File: config.mk
export PLATFORM = sky130hd
export DESIGN_NAME = ecliptic_fcmp_ctrl
export DESIGN_NICKNAME = d
export VERILOG_FILES = /design/src/rtl/ecliptic_fcmp_ctrl.sv
export SDC_FILE = /design/constraint.sdc
export NUM_CORES = 1
export LEC_CHECK = 0
export BUFFER_PORTS_ARGS = -buffer_cell sky130_fd_sc_hd__buf_2
export CAP_MARGIN = 20
export CORE_ASPECT_RATIO = 0.9
export CORE_MARGIN = 4
export CORE_UTILIZATION = 30
export DETAILED_ROUTE_END_ITERATION = 10
export PLACE_DENSITY_LB_ADDON = 0.05
export SKIP_CTS_REPAIR_TIMING = 1
export SLEW_MARGIN = 10
export SYNTH_ARGS = -nofsm -noshare
export SYNTH_HDL_FRONTEND = slang
export SYNTH_SLANG_ARGS = --single-unit
export TNS_END_PERCENT = 5
File: constraint.sdc
create_clock -name clk -period 8.4 [get_ports clk]
set_input_delay 0.84 -clock clk [delete_from_list [all_inputs] [get_ports clk]]
set_output_delay 0.84 -clock clk [all_outputs]
set_load 0.005 [all_outputs]
File: src/rtl/ecliptic_fcmp_ctrl.sv
// Issue/collect controller for the single-precision compare unit (FLE/FLT/FEQ/FMIN/FMAX).
// Decodes funct7/funct3, tracks one in-flight request and queues results in order for writeback.
module ecliptic_fcmp_ctrl #(
   parameter int DEPTH = 4
) (
   input  logic        clk,
   input  logic        nrst,
   input  logic        in_valid,
   output logic        in_ready,
   input  logic [6:0]  in_funct7,
   input  logic [2:0]  in_funct3,
   input  logic [4:0]  in_rd,
   input  logic [31:0] in_src1,
   input  logic [31:0] in_src2,
   output logic        cmp_req,
   output logic [2:0]  cmp_op,
   output logic [31:0] cmp_src1,
   output logic [31:0] cmp_src2,
   input  logic [31:0] cmp_res,
   input  logic        cmp_invalid,
   input  logic        cmp_ack,
   output logic        out_valid,
   input  logic        out_ready,
   output logic [31:0] out_res,
   output logic [4:0]  out_rd,
   output logic        out_nv,
   output logic        out_illegal,
   input  logic        fflags_clear,
   output logic        fflags_nv,
   output logic        spurious_ack
);

   localparam int AW = $clog2(DEPTH);
   localparam int CW = AW + 1;
   localparam logic [CW:0] DEPTH_W = DEPTH[CW:0];

   logic          run_reg;
   logic          inflight_reg;
   logic [4:0]    tag_reg;
   logic [AW-1:0] wr_ptr_reg;
   logic [AW-1:0] rd_ptr_reg;
   logic [CW-1:0] count_reg;
   logic          nv_sticky_reg;
   logic          spurious_reg;

   logic [31:0]   res_mem [DEPTH];
   logic [4:0]    rd_mem  [DEPTH];
   logic          nv_mem  [DEPTH];
   logic          ill_mem [DEPTH];

   logic [2:0]    dec_op;
   logic          dec_legal;
   logic [CW:0]   occ;
   logic          accept, legal_acc, ill_acc, ack_push, push, pop;
   logic [31:0]   push_res;
   logic [4:0]    push_rd;
   logic          push_nv;

   always_comb begin
      dec_op    = 3'b000;
      dec_legal = 1'b0;
      if (in_funct7 == 7'h50) begin
         case (in_funct3)
            3'b000:  begin dec_op = 3'b000; dec_legal = 1'b1; end
            3'b001:  begin dec_op = 3'b001; dec_legal = 1'b1; end
            3'b010:  begin dec_op = 3'b010; dec_legal = 1'b1; end
            default: begin dec_op = 3'b000; dec_legal = 1'b0; end
         endcase
      end else if (in_funct7 == 7'h14) begin
         case (in_funct3)
            3'b000:  begin dec_op = 3'b100; dec_legal = 1'b1; end
            3'b001:  begin dec_op = 3'b101; dec_legal = 1'b1; end
            default: begin dec_op = 3'b000; dec_legal = 1'b0; end
         endcase
      end
   end

   // The in-flight slot counts against capacity so its ack can always be pushed.
   assign occ      = {1'b0, count_reg} + {{CW{1'b0}}, inflight_reg};
   assign in_ready = run_reg && (occ < DEPTH_W) && !(!dec_legal && inflight_reg);

   assign accept    = in_valid && in_ready;
   assign legal_acc = accept && dec_legal;
   assign ill_acc   = accept && !dec_legal;
   assign ack_push  = cmp_ack && inflight_reg;
   assign push      = ack_push || ill_acc;
   assign pop       = out_valid && out_ready;

   assign push_res = ack_push ? cmp_res : 32'd0;
   assign push_rd  = ack_push ? tag_reg : in_rd;
   assign push_nv  = ack_push && cmp_invalid;

   assign cmp_req  = legal_acc;
   assign cmp_op   = dec_op;
   assign cmp_src1 = in_src1;
   assign cmp_src2 = in_src2;

   // Head fields are forced to zero while empty so the outputs read clean after reset.
   assign out_valid   = (count_reg != '0);
   assign out_res     = out_valid ? res_mem[rd_ptr_reg] : 32'd0;
   assign out_rd      = out_valid ? rd_mem[rd_ptr_reg]  : 5'd0;
   assign out_nv      = out_valid && nv_mem[rd_ptr_reg];
   assign out_illegal = out_valid && ill_mem[rd_ptr_reg];

   assign fflags_nv    = nv_sticky_reg;
   assign spurious_ack = spurious_reg;

   always_ff @(posedge clk) begin
      if (push) begin
         res_mem[wr_ptr_reg] <= push_res;
         rd_mem[wr_ptr_reg]  <= push_rd;
         nv_mem[wr_ptr_reg]  <= push_nv;
         ill_mem[wr_ptr_reg] <= !ack_push;
      end
   end

   always_ff @(posedge clk) begin
      if (!nrst) begin
         run_reg       <= 1'b0;
         inflight_reg  <= 1'b0;
         tag_reg       <= 5'd0;
         wr_ptr_reg    <= '0;
         rd_ptr_reg    <= '0;
         count_reg     <= '0;
         nv_sticky_reg <= 1'b0;
         spurious_reg  <= 1'b0;
      end else begin
         run_reg <= 1'b1;
         if (legal_acc) begin
            inflight_reg <= 1'b1;
            tag_reg      <= in_rd;
         end else if (cmp_ack) begin
            inflight_reg <= 1'b0;
         end
         if (push) wr_ptr_reg <= wr_ptr_reg + AW'(1);
         if (pop)  rd_ptr_reg <= rd_ptr_reg + AW'(1);
         case ({push, pop})
            2'b10:   count_reg <= count_reg + CW'(1);
            2'b01:   count_reg <= count_reg - CW'(1);
            default: count_reg <= count_reg;
         endcase
         // Clear takes effect first so a same-cycle NV pop still leaves the flag set.
         nv_sticky_reg <= (nv_sticky_reg && !fflags_clear) || (pop && nv_mem[rd_ptr_reg]);
         if (cmp_ack && !inflight_reg) spurious_reg <= 1'b1;
      end
   end

endmodule

Yosys cells after proc, flatten, opt, wreduce, memory -nomap -nowiden
Memory sizes are Yosys's and may differ from the RTL's. A register that Yosys moved wholly into a read port is not among the register bits.
Cells that the tools add are included.
{ "totals": {"mem_count": 4, "elab_cells": 77, "mem_bits_rw": 156, "ff_bits": 16, "output_inout_bits": 111} }
{ "mem_list": {"columns": ["memory", "depth", "word_bits", "read_ports", "rd_ports_with_merged_regs", "write_ports", "line_no", "source"], "rows": [
  ["res_mem", 4, 32, 1, 1, 1, "46", "logic [31:0] res_mem [DEPTH];"],
  ["rd_mem", 4, 5, 1, 1, 1, "47", "logic [4:0] rd_mem [DEPTH];"],
  ["ill_mem", 4, 1, 1, 1, 1, "49", "logic ill_mem [DEPTH];"],
  ["nv_mem", 4, 1, 1, 1, 1, "48", "logic nv_mem [DEPTH];"]
]} }
{ "classes": {"addsub": 5, "n_mux": 26, "n_eq_ne": 6, "order_cmp": 1, "reduce_logical": 27} }
{ "op_table": {"columns": ["operator", "n"], "rows": [
  ["$mux W32", 2],
  ["$mux W2", 8],
  ["$logic_and A1 B1 Y1", 14],
  ["$pmux W3 S2", 2],
  ["$mux W5", 2],
  ["$mux W1", 9],
  ["$eq A7 B5 Y1 const B", 1],
  ["$eq A7 B7 Y1 const B", 1],
  ["$mux W3", 2],
  ["$logic_not A1 Y1", 5],
  ["$add A2 B1 Y2 const B", 2],
  ["$add A3 B1 Y4", 1],
  ["$lt A4 B3 Y1 const B", 1],
  ["$pmux W2 S2", 1],
  ["$reduce_bool A2 Y1", 2],
  ["$add A3 B1 Y3 const B", 1],
  ["$eq A3 B1 Y1 const B", 1],
  ["$eq A3 B2 Y1 const B", 1],
  ["$logic_not A3 Y1", 1],
  ["$reduce_bool A3 Y1", 1],
  ["$reduce_or A3 Y1", 1],
  ["$sub A3 B1 Y3 const B", 1],
  ["$eq A2 B1 Y1 const B", 1],
  ["$eq A2 B2 Y1 const B", 1],
  ["other kinds (2)", 3]
]} }

Longest topological paths before layout
Gate-level depths: netlist of run 1.
{ "depth": {"ltp_word": 14, "mapped_depth": 10, "depth_no_buf": 10} }

Worst setup path before layout of run 1
Ideal clock, no wire load.
{ "synth_path": {"path_kind": "in2reg", "start": "in in_funct7[2]", "end": "mem ill_mem[0] (enable)", "arrival_ps": 4381, "path_slack_ps": 3524, "setup_time_ps": 495, "t_required_ps": 7905, "path_stages": 4, "path_cell_list": "xor2_1 > a21oi_2 > o21ai_1 > a21boi_0"} }
{ "synth_via": {"elab_chain_len": 12, "word_cells_on_any_way": 13, "classes_between": "eq/ne (2); mux (4); reduce/logical (7)"} }
{ "synth_lines": {"columns": ["item", "line_no", "source"], "rows": [
  ["start: declaration", "10", "input logic [6:0] in_funct7,"],
  ["$eq A7 B5 Y1", "69", "end else if (in_funct7 == 7'h14) begin"],
  ["$mux W1", "69", null],
  ["$mux W1 (*)", "62", "if (in_funct7 == 7'h50) begin"],
  ["$logic_not A1 Y1 (*)", "80, 84", null],
  ["$logic_and A1 B1 Y1", "80", "assign in_ready = run_reg && (occ < DEPTH_W) && !(!dec_legal && inflight_reg);"],
  ["$logic_not A1 Y1", "80", null],
  ["$logic_and A1 B1 Y1", "80", null],
  ["$logic_and A1 B1 Y1", "82", "assign accept = in_valid && in_ready;"],
  ["$logic_and A1 B1 Y1 (*)", "84", "assign ill_acc = accept && !dec_legal;"],
  ["$logic_or A1 B1 Y1 (*)", "86", "assign push = ack_push || ill_acc;"],
  ["$mux W1 (*)", "109", "if (push) begin"],
  ["$mux W1 (implied by the code) (*)", "113", "ill_mem[wr_ptr_reg] <= !ack_push;"],
  ["end: declaration", "49", null]
]} }
Every way passes the cells marked *; elsewhere a longest branch is shown, timed or not.

Worst setup path after layout of run 1
{ "layout_path": {"start": "in in_funct3[2]", "end": "reg count_reg[2]"} }
{ "layout_via": {"elab_chain_len": 14, "word_cells_on_any_way": 20, "classes_between": "eq/ne (4); mux (5); reduce/logical (11)"} }
{ "layout_lines": {"columns": ["item", "line_no", "source"], "rows": [
  ["start: declaration", "11", "input logic [2:0] in_funct3,"],
  ["$eq A3 B1 Y1 or $logic_not A3 Y1 (tied branches)", "63, 70", null],
  ["$reduce_or A2 Y1 (no source line)", null, null],
  ["$mux W1", "70", "case (in_funct3)"],
  ["$mux W1", "69", null],
  ["$mux W1 (*)", "62", null],
  ["$logic_not A1 Y1 (*)", "80, 84", null],
  ["$logic_and A1 B1 Y1", "80", null],
  ["$logic_not A1 Y1", "80", null],
  ["$logic_and A1 B1 Y1", "80", null],
  ["$logic_and A1 B1 Y1", "82", null],
  ["$logic_and A1 B1 Y1 (*)", "84", null],
  ["$logic_or A1 B1 Y1 (*)", "86", null],
  ["$eq A2 B1 Y1 or $eq A2 B2 Y1 (tied branches)", "137", "case ({push, pop})"],
  ["$pmux W3 S2 or $reduce_bool A2 Y1 (tied branches)", null, null],
  ["end signal: assignment", "138", "2'b10: count_reg <= count_reg + CW'(1);"],
  ["end signal: assignment", "139", "2'b01: count_reg <= count_reg - CW'(1);"],
  ["end signal: assignment", "140", "default: count_reg <= count_reg;"],
  ["end: declaration", "42", "logic [CW-1:0] count_reg;"]
]} }
Marked as above.
A chain may end at the register's enable or synchronous reset.

==> results of run 1 <==
[final cells by class]
| cell class | instances | area share |
|---|---|---|
| Inverter | 6 | 0.00260 |
| Clock inverter | 14 | 0.0182 |
| Sequential cell | 174 | 0.583 |
| Tap cell | 342 | 0.0494 |
| Clock buffer | 18 | 0.0495 |
| Timing Repair Buffer | 106 | 0.0630 |
| Multi-Input combinational cell | 198 | 0.235 |
[metrics by stage]
| stage | utilization | setup WS, ps | power (W) | cells | area (µm²) |
|---|---|---|---|---|---|
| global placement | 0.322 | 4710 | 0.00156 | 826 | 8080 |
| finish | 0.345 | 5050 | 0.00230 | 858 | 8660 |
| detailed placement | 0.322 | 4570 | 0.00157 | 826 | 8080 |
| CTS | 0.345 | 5040 | 0.00236 | 858 | 8660 |
| global route | 0.345 | 4870 | 0.00243 | 858 | 8660 |
| floorplan | - | 3520 | 0.00137 | 465 | 7640 |
[synthesized netlist by cell type (2+ instances only)]
| library cell | instances | share of area |
|---|---|---|
| a21boi_0 | 5 | 0.0049 |
| a21oi_1 | 2 | 0.0013 |
| and2_1 | 44 | 0.036 |
| and3_1 | 33 | 0.027 |
| buf_2 | 5 | 0.0033 |
| buf_4 | 65 | 0.064 |
| buf_6 | 2 | 0.0029 |
| clkbuf_1 | 15 | 0.0074 |
| dfxtp_1 | 18 | 0.047 |
| edfxtp_1 | 156 | 0.61 |
| ha_1 | 5 | 0.0082 |
| inv_1 | 6 | 0.0029 |
| mux2_2 | 5 | 0.0074 |
| mux2i_1 | 5 | 0.0065 |
| mux4_2 | 39 | 0.11 |
| nand2_1 | 15 | 0.0074 |
| nand3_1 | 6 | 0.0039 |
| nor2b_1 | 7 | 0.0057 |
| nor3_1 | 2 | 0.0013 |
| nor3b_1 | 2 | 0.0020 |
| o21a_1 | 2 | 0.0020 |
| o21ai_0 | 3 | 0.0020 |
| or3_1 | 4 | 0.0033 |
| xnor2_1 | 3 | 0.0034 |
| xor2_1 | 2 | 0.0023 |
[path summary, 6_finish.rpt]
path | start | endpoint | slack, ps | depth (start not counted)
worst max register to register | count_reg[2]$_SDFFE_PN0P_ | count_reg[2]$_SDFFE_PN0P_ | 5470 | 10
worst min register to register | tag_reg[4]$_SDFFE_PN0P_ | tag_reg[4]$_SDFFE_PN0P_ | 460 | 2
worst max-delay path | in_funct3[2] | count_reg[2]$_SDFFE_PN0P_ | 5050 | 11
worst min-delay path | tag_reg[4]$_SDFFE_PN0P_ | tag_reg[4]$_SDFFE_PN0P_ | 460 | 2
[power by group]
group | internal (W) | switching (W) | total [W]
Sequential | 0.000972 | 0.0000691 | 0.00104
Clock | 0.000444 | 0.000340 | 0.000784
Combinational | 0.000256 | 0.000221 | 0.000478
[critical path, delay by kind of cell]
kind	cells	cell delay, ps
fa+ha+maj	2	550
xor+xnor	1	160
simple gates	4	1050
compound gates	2	910
buf+inv	2	170
[cell families (layout without fill, tap and decap cells)]
group / count (synthesis) / in the layout
flops: 174 / 174
simple gates: 120 / 120
buf+inv: 93 / 144
mux: 49 / 49
compound gates: 18 / 18
fa+ha+maj: 6 / 6
xor+xnor: 5 / 5
[cell usage in the layout, fill, tap and decap left out, types with 6 or more instances in the layout]
cell type | synthesis | routed
edfxtp_1 | 156 | 156
nand3_1 | 6 | 6
and3_1 | 33 | 33
nand2_1 | 15 | 15
clkbuf_16 | 0 | 17
dfxtp_1 | 18 | 16
inv_1 | 6 | 6
and2_1 | 44 | 44
mux4_2 | 39 | 39
nor2b_1 | 7 | 7
buf_4 | 65 | 6
buf_2 | 5 | 100
[layer usage]
metal	global-route usage	vias to the layer above
met4	0.0500	0
met5	0	-
met1	0.156	1995
met2	0.202	116
met3	0.0287	60
li1	-	1767
==> run metrics, run 1 <==
GRT Total Usage 0.123; share of layout cells above drive strength 1 0.370; fmax 0.298 GHz; crit start category input pin; Final ANT Viol Nets 0; CP max stage cell o21ai_1; FF+latch area approximately 0.0050 mm²; ys async rst share 0; drt total wl 17100 µm; Req. time, crit path approximately 9000 ps; nets 627; Vias per Instance 4.59; P_leak 3.18 nW; adder-cell share of the synthesized area 0.0108; Mapped Nets 589; row cnt 55; input/output buffers 100; Avg Inst Size Synth ~16 µm²; GP Congestion a little under 0.7; drt first-iter violations about 230; met1 wire length 7580 µm; Initial Utilization 0.304; CTS root buffer clkbuf_16; Most used DFF post-synth edfxtp_1; fin crit share 0.399; Clock transition at path regs 70 ps; met3 wire length 798 µm; clk_skew 10.8 ps; post-synthesis instance area 0.00764 mm²; critical path cell sequence buf_2 > nor4_4 > nand3b_4 > o21ai_1 > and2_1 > ha_1 > inv_1 > fa_1 > xor2_1 > or3_1 > a21boi_0; area of the multi-input gates a little over 0.002 mm²; Fin Hold WS 459 ps; Synth warnings 0; Rel. slew slack 0.399; RSZ-0062 raised after global routing no; CTS tree done; critical path peak fanout 10; fill count approximately 2400; grt ovf 0; Clock Sinks 174; critical path class input pin to flip-flop; Compound-Gate Fraction of Synth Area 0.0167; number of flip-flops in the largest register 128; maximum VDD drop 0.000144 V; Worst setup EP type flip-flop; H-tree Lvls 4; worst hold-check path type flip-flop to flip-flop; xor/xnor share of the synthesized area 0.00573; pwr dens 266 mW/mm²; via count a little under 4000; initial antenna violation count 0; met2 wire length 8280 µm; Die Wd about 180 µm; drt pass-1 iters 4; #FFs+latches synth 174; core area 0.0251 mm²; DIE HEIGHT 159 µm; DP Wirelength 9960 µm; mux cell area share after synthesis 0.129; Syn Inst Count 465; clk buf depth 2; antenna cells 0; final hold vios 0; Final Max Tran Viols 0; Num CTS Buffers 17; area grow syn2layout 13.3%; DRC 0; pin count of the biggest net entering global routing 43; outcome completed; first-pass GRT wire length 25900 µm; IO Count 229; later-pin clock latency in the skew report 420 ps; max incr delay on CP 740 ps; top layer in use met4; worst path arrival time 3700 ps; final setup fails 0; main combinational cell family by area after synthesis multiplexers; Final TNS setup 0 ps; drt wl/cell 19.9 µm; Post-synth EDFFs between 150 and 200; post-layout min period 3350 ps; die area 0.0281 mm²; post-synthesis sequential area ratio 0.660; Worst Tran Pin Value 895 ps; vias in the first global route 4327; max-cap violations 0; Netlist cell types 39; post-synthesis simple-gate area fraction 0.0977
Note: power is estimated with default switching activity, not from simulation.
==> inputs of run 2 (changes only) <==
==> constraint.sdc (replaced) <==
create_clock -name clk -period 2.8 [get_ports clk]
set_input_delay 0.28 -clock clk [delete_from_list [all_inputs] [get_ports clk]]
set_output_delay 0.28 -clock clk [all_outputs]
set_load 0.005 [all_outputs]
==> run 2 against run 1 <==
Wire length increased by 5.5%. Sequential cell count unchanged. Global-route usage increased by 0.65 points. Register-to-register slack got worse by 5000 ps. Highest routed layer unchanged.
==> run metrics, run 2 (synthesis results as in run 1) <==
vias in the first global route 4433 (+2.4%); sequential share of power 0.425 (-0.027); H-tree Lvls 4 (unchanged); r2r worst-path depth 11 (+1); outcome completed; sw power 0.00197 W (+210%); first-pass GRT wire length 27500 µm (+6.1%); core area 0.0251 mm² (unchanged); clk buf depth 2 (unchanged); worst hold-check path type input pin to flip-flop; fmax 0.409 GHz; Final ANT Viol Nets 0 (unchanged); Clock Sinks 174 (unchanged); overall power 0.00716 W (+210%); Req. time, crit path 2520 ps (-6230 ps); antenna cells 0 (unchanged); drt wl/cell 20.7 µm (+3.9%); Die Wd 176 µm (unchanged); IO Count 229 (unchanged); CTS tree done; drt pass-1 iters 4 (unchanged); GRT Total Usage 0.129 (+0.00653); RSZ-0062 raised after global routing no; Internal 0.00520 W (+210%); Worst Hold Depth 3 (+1); commonest cells after routing, fill and taps aside 156 x edfxtp_1, 100 x buf_2, 44 x and2_1; via count 3972 (+0.86%); nets 640 (+2.1%); Final Max Tran Viols 0 (unchanged); CTS root buffer clkbuf_16; initial antenna violation count 0 (unchanged); DP Wirelength 11200 µm (+12%); critical path peak fanout 16 (+6); share of layout cells above drive strength 1 0.389 (+0.0193); Worst setup EP type output port; die area 0.0281 mm² (unchanged); input/output buffers 100 (unchanged); row cnt 55 (unchanged); crit start category flip-flop; final setup margin 354 ps (-4700 ps); Clk network pwr share 0.349 (+0.008); P_leak 3.28 nW (+3.3%); grt ovf 0 (unchanged); # placed instances 839 (+1.6%); commonest non-fill, non-tap cell in the layout edfxtp_1; post-layout min period 2450 ps; fill count 2416 (+0.58%); Combinational Power Share 0.226 (+0.019); number of flip-flops in the largest register 128 (unchanged); clk_skew 9.67 ps (-1.12 ps); DRC 0 (unchanged); Fin Hold WS 112 ps (-347 ps); pwr dens 809 mW/mm² (+200%); Vias per Instance 4.56 (-0.64%); Worst Tran Pin Value 492 ps (-404 ps); GP Congestion 0.666 (-2.8%); DIE HEIGHT 159 µm (unchanged); Non-Filler Instances 871 (+1.5%); Sw Ratio 0.274 (+0.000556); maximum VDD drop 0.000426 V (+190%); Rel. slew slack 0.671 (+0.272); Initial Utilization 0.304 (unchanged); final setup fails 0 (unchanged); worst path arrival time 2170 ps (-1530 ps); drt total wl 18100 µm (+5.5%); final hold vios 0 (unchanged); fin crit share 0.874; later-pin clock latency in the skew report 420 ps (about the same); critical path class flip-flop to output port; area grow syn2layout 15.7%; max-cap violations 0 (unchanged); pin count of the biggest net entering global routing 42 (-2.3%); Num CTS Buffers 17 (unchanged); Clock transition at path regs 70 ps (about the same); drt first-iter violations 185 (-20%); Place WS 253 ps (-4320 ps)
run 2: stage by stage:
stage / TNS [ps] / utilization / area [µm²]
final: 0 / 0.352 / 8850
after global routing: 0 / 0.352 / 8850
after CTS: 0 / 0.352 / 8850
after detailed placement: 0 / 0.327 / 8230
after global placement: 0 / 0.327 / 8230
after floorplan: -93990 / - / 7640
run 2: routing by layer:
layer | wire length (µm) | vias to the layer above | GRT usage
li1 | - | 1789 | -
met1 | 8030 | 2003 | 0.166
met2 | 8530 | 114 | 0.210
met3 | 934 | 66 | 0.0340
met4 | 556 | 0 | 0.0489
met5 | 0 | - | 0
run 2: path summary, 6_finish.rpt:
kind / startpoint / to / slack [ps]
worst max-delay path: flip-flop / out_res[31] / 350
worst min-delay path: in_rd[0] / tag_reg[0]$_SDFFE_PN0P_ / 110
worst max register to register: count_reg[2]$_SDFFE_PN0P_ / count_reg[2]$_SDFFE_PN0P_ / 460
worst min register to register: tag_reg[0]$_SDFFE_PN0P_ / tag_reg[0]$_SDFFE_PN0P_ / 460
run 2: power groups by stage:
stage,sequential (W),clock (W),combinational [W]
6_report,0.00304,0.00250,0.00162
5_1_grt,0.00307,0.00270,0.00180
4_1_cts,0.00305,0.00258,0.00170
3_5_place_dp,0.00311,0,0.00169
3_3_place_gp,0.00310,0,0.00169
2_1_floorplan,0.00301,0,0.00111
run 2: layout make-up:
cell class	count	area, µm²	area share
timing repair buffer	119	693	0.0783
sequential	174	5050	0.571
clock inverter	15	198	0.0223
inverter	6	22.5	0.00255
clock buffer	17	425	0.0481
multi-input combinational	198	2030	0.230
tap	342	428	0.0484
run 2: critical path, cell delays in order, from the launching register on:
cell	delay [ps]
dfxtp_4	600
buf_4	300
mux4_2	530
and2_1	180
buf_2	120
==> inputs of run 3 (changes only) <==
--- a/config.mk
+++ b/config.mk
@@ -5,13 +5,14 @@
 export SDC_FILE = /design/constraint.sdc
 export NUM_CORES = 1
 export LEC_CHECK = 0
+export ABC_AREA = 1
 export BUFFER_PORTS_ARGS = -buffer_cell sky130_fd_sc_hd__buf_2
 export CAP_MARGIN = 20
 export CORE_ASPECT_RATIO = 0.9
 export CORE_MARGIN = 4
 export CORE_UTILIZATION = 30
+export CTS_BUF_LIST = sky130_fd_sc_hd__clkbuf_16
 export DETAILED_ROUTE_END_ITERATION = 10
-export PLACE_DENSITY_LB_ADDON = 0.05
 export SKIP_CTS_REPAIR_TIMING = 1
 export SLEW_MARGIN = 10
 export SYNTH_ARGS = -nofsm -noshare
==> run 3 against run 2 <==
Register-to-register slack better by 110 ps. Sequential share of layout area grew 0.18 points. Global-route usage fell by 0.93 points. Via count increased by 25%. Area after synthesis rose by 1.8%. Combinational power about the same. First-iteration DRC count grew 110%.
==> run metrics, run 3 <==
GRT Total Usage 0.120 (-0.00929); IO Count 229 (unchanged); Place WS 464 ps (+211 ps); Cell Area, Placed 0.00822 mm² (about the same); worst path arrival time 2240 ps (+70 ps); Die Wd 178 µm (+0.83%); #FFs+latches synth 174 (unchanged); final hold vios 0 (unchanged); final setup margin 279 ps (-74.9 ps); drt first-iter violations 383 (+110%); most frequent cells after synthesis 209 x nor2_1, 156 x edfxtp_1, 88 x o21ai_0; commonest non-fill, non-tap cell in the layout nor2_1; CTS root buffer clkbuf_16; Vias per Instance 4.38 (-3.9%); post-layout min period 2520 ps (+74.9 ps); crit start category flip-flop; Sw Ratio 0.321 (+0.0469); Final ANT Viol Nets 0 (unchanged); core area 0.0253 mm² (+0.82%); post-synthesis sequential area ratio 0.649 (-0.0114); cell area after layout 0.00882 mm² (-0.31%); Final Max Tran Viols 0 (unchanged); RSZ-0062 raised after global routing no; DRC 0 (unchanged); sequential share of power 0.423 (-0.002); Mapped Nets 869 (+48%); die area 0.0286 mm² (+1.7%); GP Congestion 0.734 (+10%); input/output buffers 100 (unchanged); vias in the first global route 4893 (+10%); grt ovf 0 (unchanged); ys async rst share 0 (unchanged); pin count of the biggest net entering global routing 79 (+88%); FF+latch area 0.00505 mm² (unchanged); share of layout cells above drive strength 1 0.209 (-0.181); fill count 2609 (+8.0%); max-cap violations 0 (unchanged); DIE HEIGHT 161 µm (+0.83%); first-pass GRT wire length 26700 µm (-3.2%); critical path class flip-flop to output port; clk_skew 8.92 ps (-0.747 ps); Num CTS Buffers 17 (unchanged); overall power 0.00698 W (-2.5%); Worst Tran Pin Value 847 ps (+355 ps); nets 902 (+41%); dominant cell type by area after synthesis edfxtp_1; synth top area cells edfxtp_1 60%, nor2_1 10%, buf_4 6.5%; CTS tree done; Clock Sinks 174 (unchanged); commonest cells after routing, fill and taps aside 205 x nor2_1, 156 x edfxtp_1, 100 x buf_2; Clk network pwr share 0.340 (-0.009); P_leak 3.59 nW (+9.4%); initial antenna violation count 0 (unchanged); Initial Utilization 0.307 (+0.00281); number of flip-flops in the largest register 128 (unchanged); maximum VDD drop 0.000409 V (-3.9%); DP Wirelength 10300 µm (-8.0%); post-layout util 0.348 (-0.00396); Combinational Power Share 0.237 (+0.011); Yosys top cell area share 0.602 (-0.0105); area grow syn2layout 13.4%; area of the multi-input gates 0.00185 mm² (-8.9%); Most used DFF post-synth edfxtp_1; Req. time, crit path 2520 ps (about the same); fin crit share 0.900 (+0.0267); Rel. slew slack 0.436 (-0.236); via count 4966 (+25%); antenna cells 0 (unchanged); post-synthesis instance area 0.00778 mm² (+1.8%); Internal 0.00474 W (-8.8%); final setup fails 0 (unchanged); pwr dens 792 mW/mm² (-2.2%); clk buf depth 2 (unchanged); worst hold-check path type input pin to flip-flop; later-pin clock latency in the skew report 430 ps (about the same); fmax 0.397 GHz (-3.0%); top-count cell post-synth nor2_1; Avg Inst Size Synth 10.4 µm² (-36%); drt pass-1 iters 4 (unchanged); H-tree Lvls 4 (unchanged); sw power 0.00224 W (+14%); outcome completed; drt wl/cell 15.1 µm (-27%); drt total wl 17100 µm (-5.3%); Clock transition at path regs 70 ps (about the same); Worst setup EP type output port; Syn Inst Count 745 (+60%); Post-synth EDFFs 156 (unchanged); Synth warnings 0 (unchanged); Netlist cell types 30 (-23%); critical path peak fanout 78 (+62); row cnt 55 (unchanged)
-- run 3: worst max-delay path, stage by stage, from the launching register on --
cell     delay [ps]
dfxtp_4         360
buf_4           670
nor2_1          120
nor2_1          120
o21ai_0          90
a21oi_1         280
buf_2           170
-- run 3: final timing paths --
| check | start | to | slack [ps] | cells after the start |
|---|---|---|---|---|
| worst max-delay path | flip-flop | out_res[1] | 280 | 6 |
| worst max register to register | count_reg[1]$_SDFFE_PN0P_ | count_reg[2]$_SDFFE_PN0P_ | 570 | 13 |
| worst min-delay path | in_rd[1] | tag_reg[1]$_SDFFE_PN0P_ | 90 | 3 |
| worst min register to register | rd_ptr_reg[1]$_SDFFE_PN0P_ | flip-flop | 470 | 2 |
-- run 3: metrics by stage --
step / instances / hold slack [ps] / setup TNS, ps
floorplan: 745 / 308 / -33360
global placement: 1101 / 448 / 0
CTS: 1133 / 75.7 / 0
finish: 1133 / 91.2 / 0
detailed placement: 1101 / 454 / 0
global route: 1133 / 91.1 / 0
-- run 3: power groups by stage --
stage	Sequential [W]	Combinational, W	Clock, W
5_1_grt	0.00296	0.00188	0.00256
3_5_place_dp	0.00301	0.00170	0
2_1_floorplan	0.00300	0.00106	0
4_1_cts	0.00295	0.00171	0.00243
6_report	0.00295	0.00165	0.00238
3_3_place_gp	0.00301	0.00170	0
-- run 3: cell families (layout without fill, tap and decap cells) --
kind of cell | count (synthesis) | count (layout) | synth area share
DFF | 174 | 174 | 0.649
AOI/OAI and AO/OA | 143 | 143 | 0.0951
buffers and inverters | 169 | 215 | 0.118
adders and majority gates | 6 | 6 | 0.0106
and+or+nand+nor | 253 | 253 | 0.127
-- run 3: area by class of cell --
class,count,share of cell area
sequential,174,0.572
multi-input combinational,402,0.210
timing repair buffer,114,0.0715
tap,342,0.0485
clock buffer,17,0.0482
inverter,69,0.0296
clock inverter,15,0.0197
-- run 3: metal layers --
metal / GRT usage / wire (µm) / vias up
met1: 0.154 / 7700 / 2347
met5: 0 / 0 / -
met4: 0.0408 / 347 / 0
met3: 0.0306 / 737 / 36
li1: - / - / 2471
met2: 0.198 / 8310 / 112
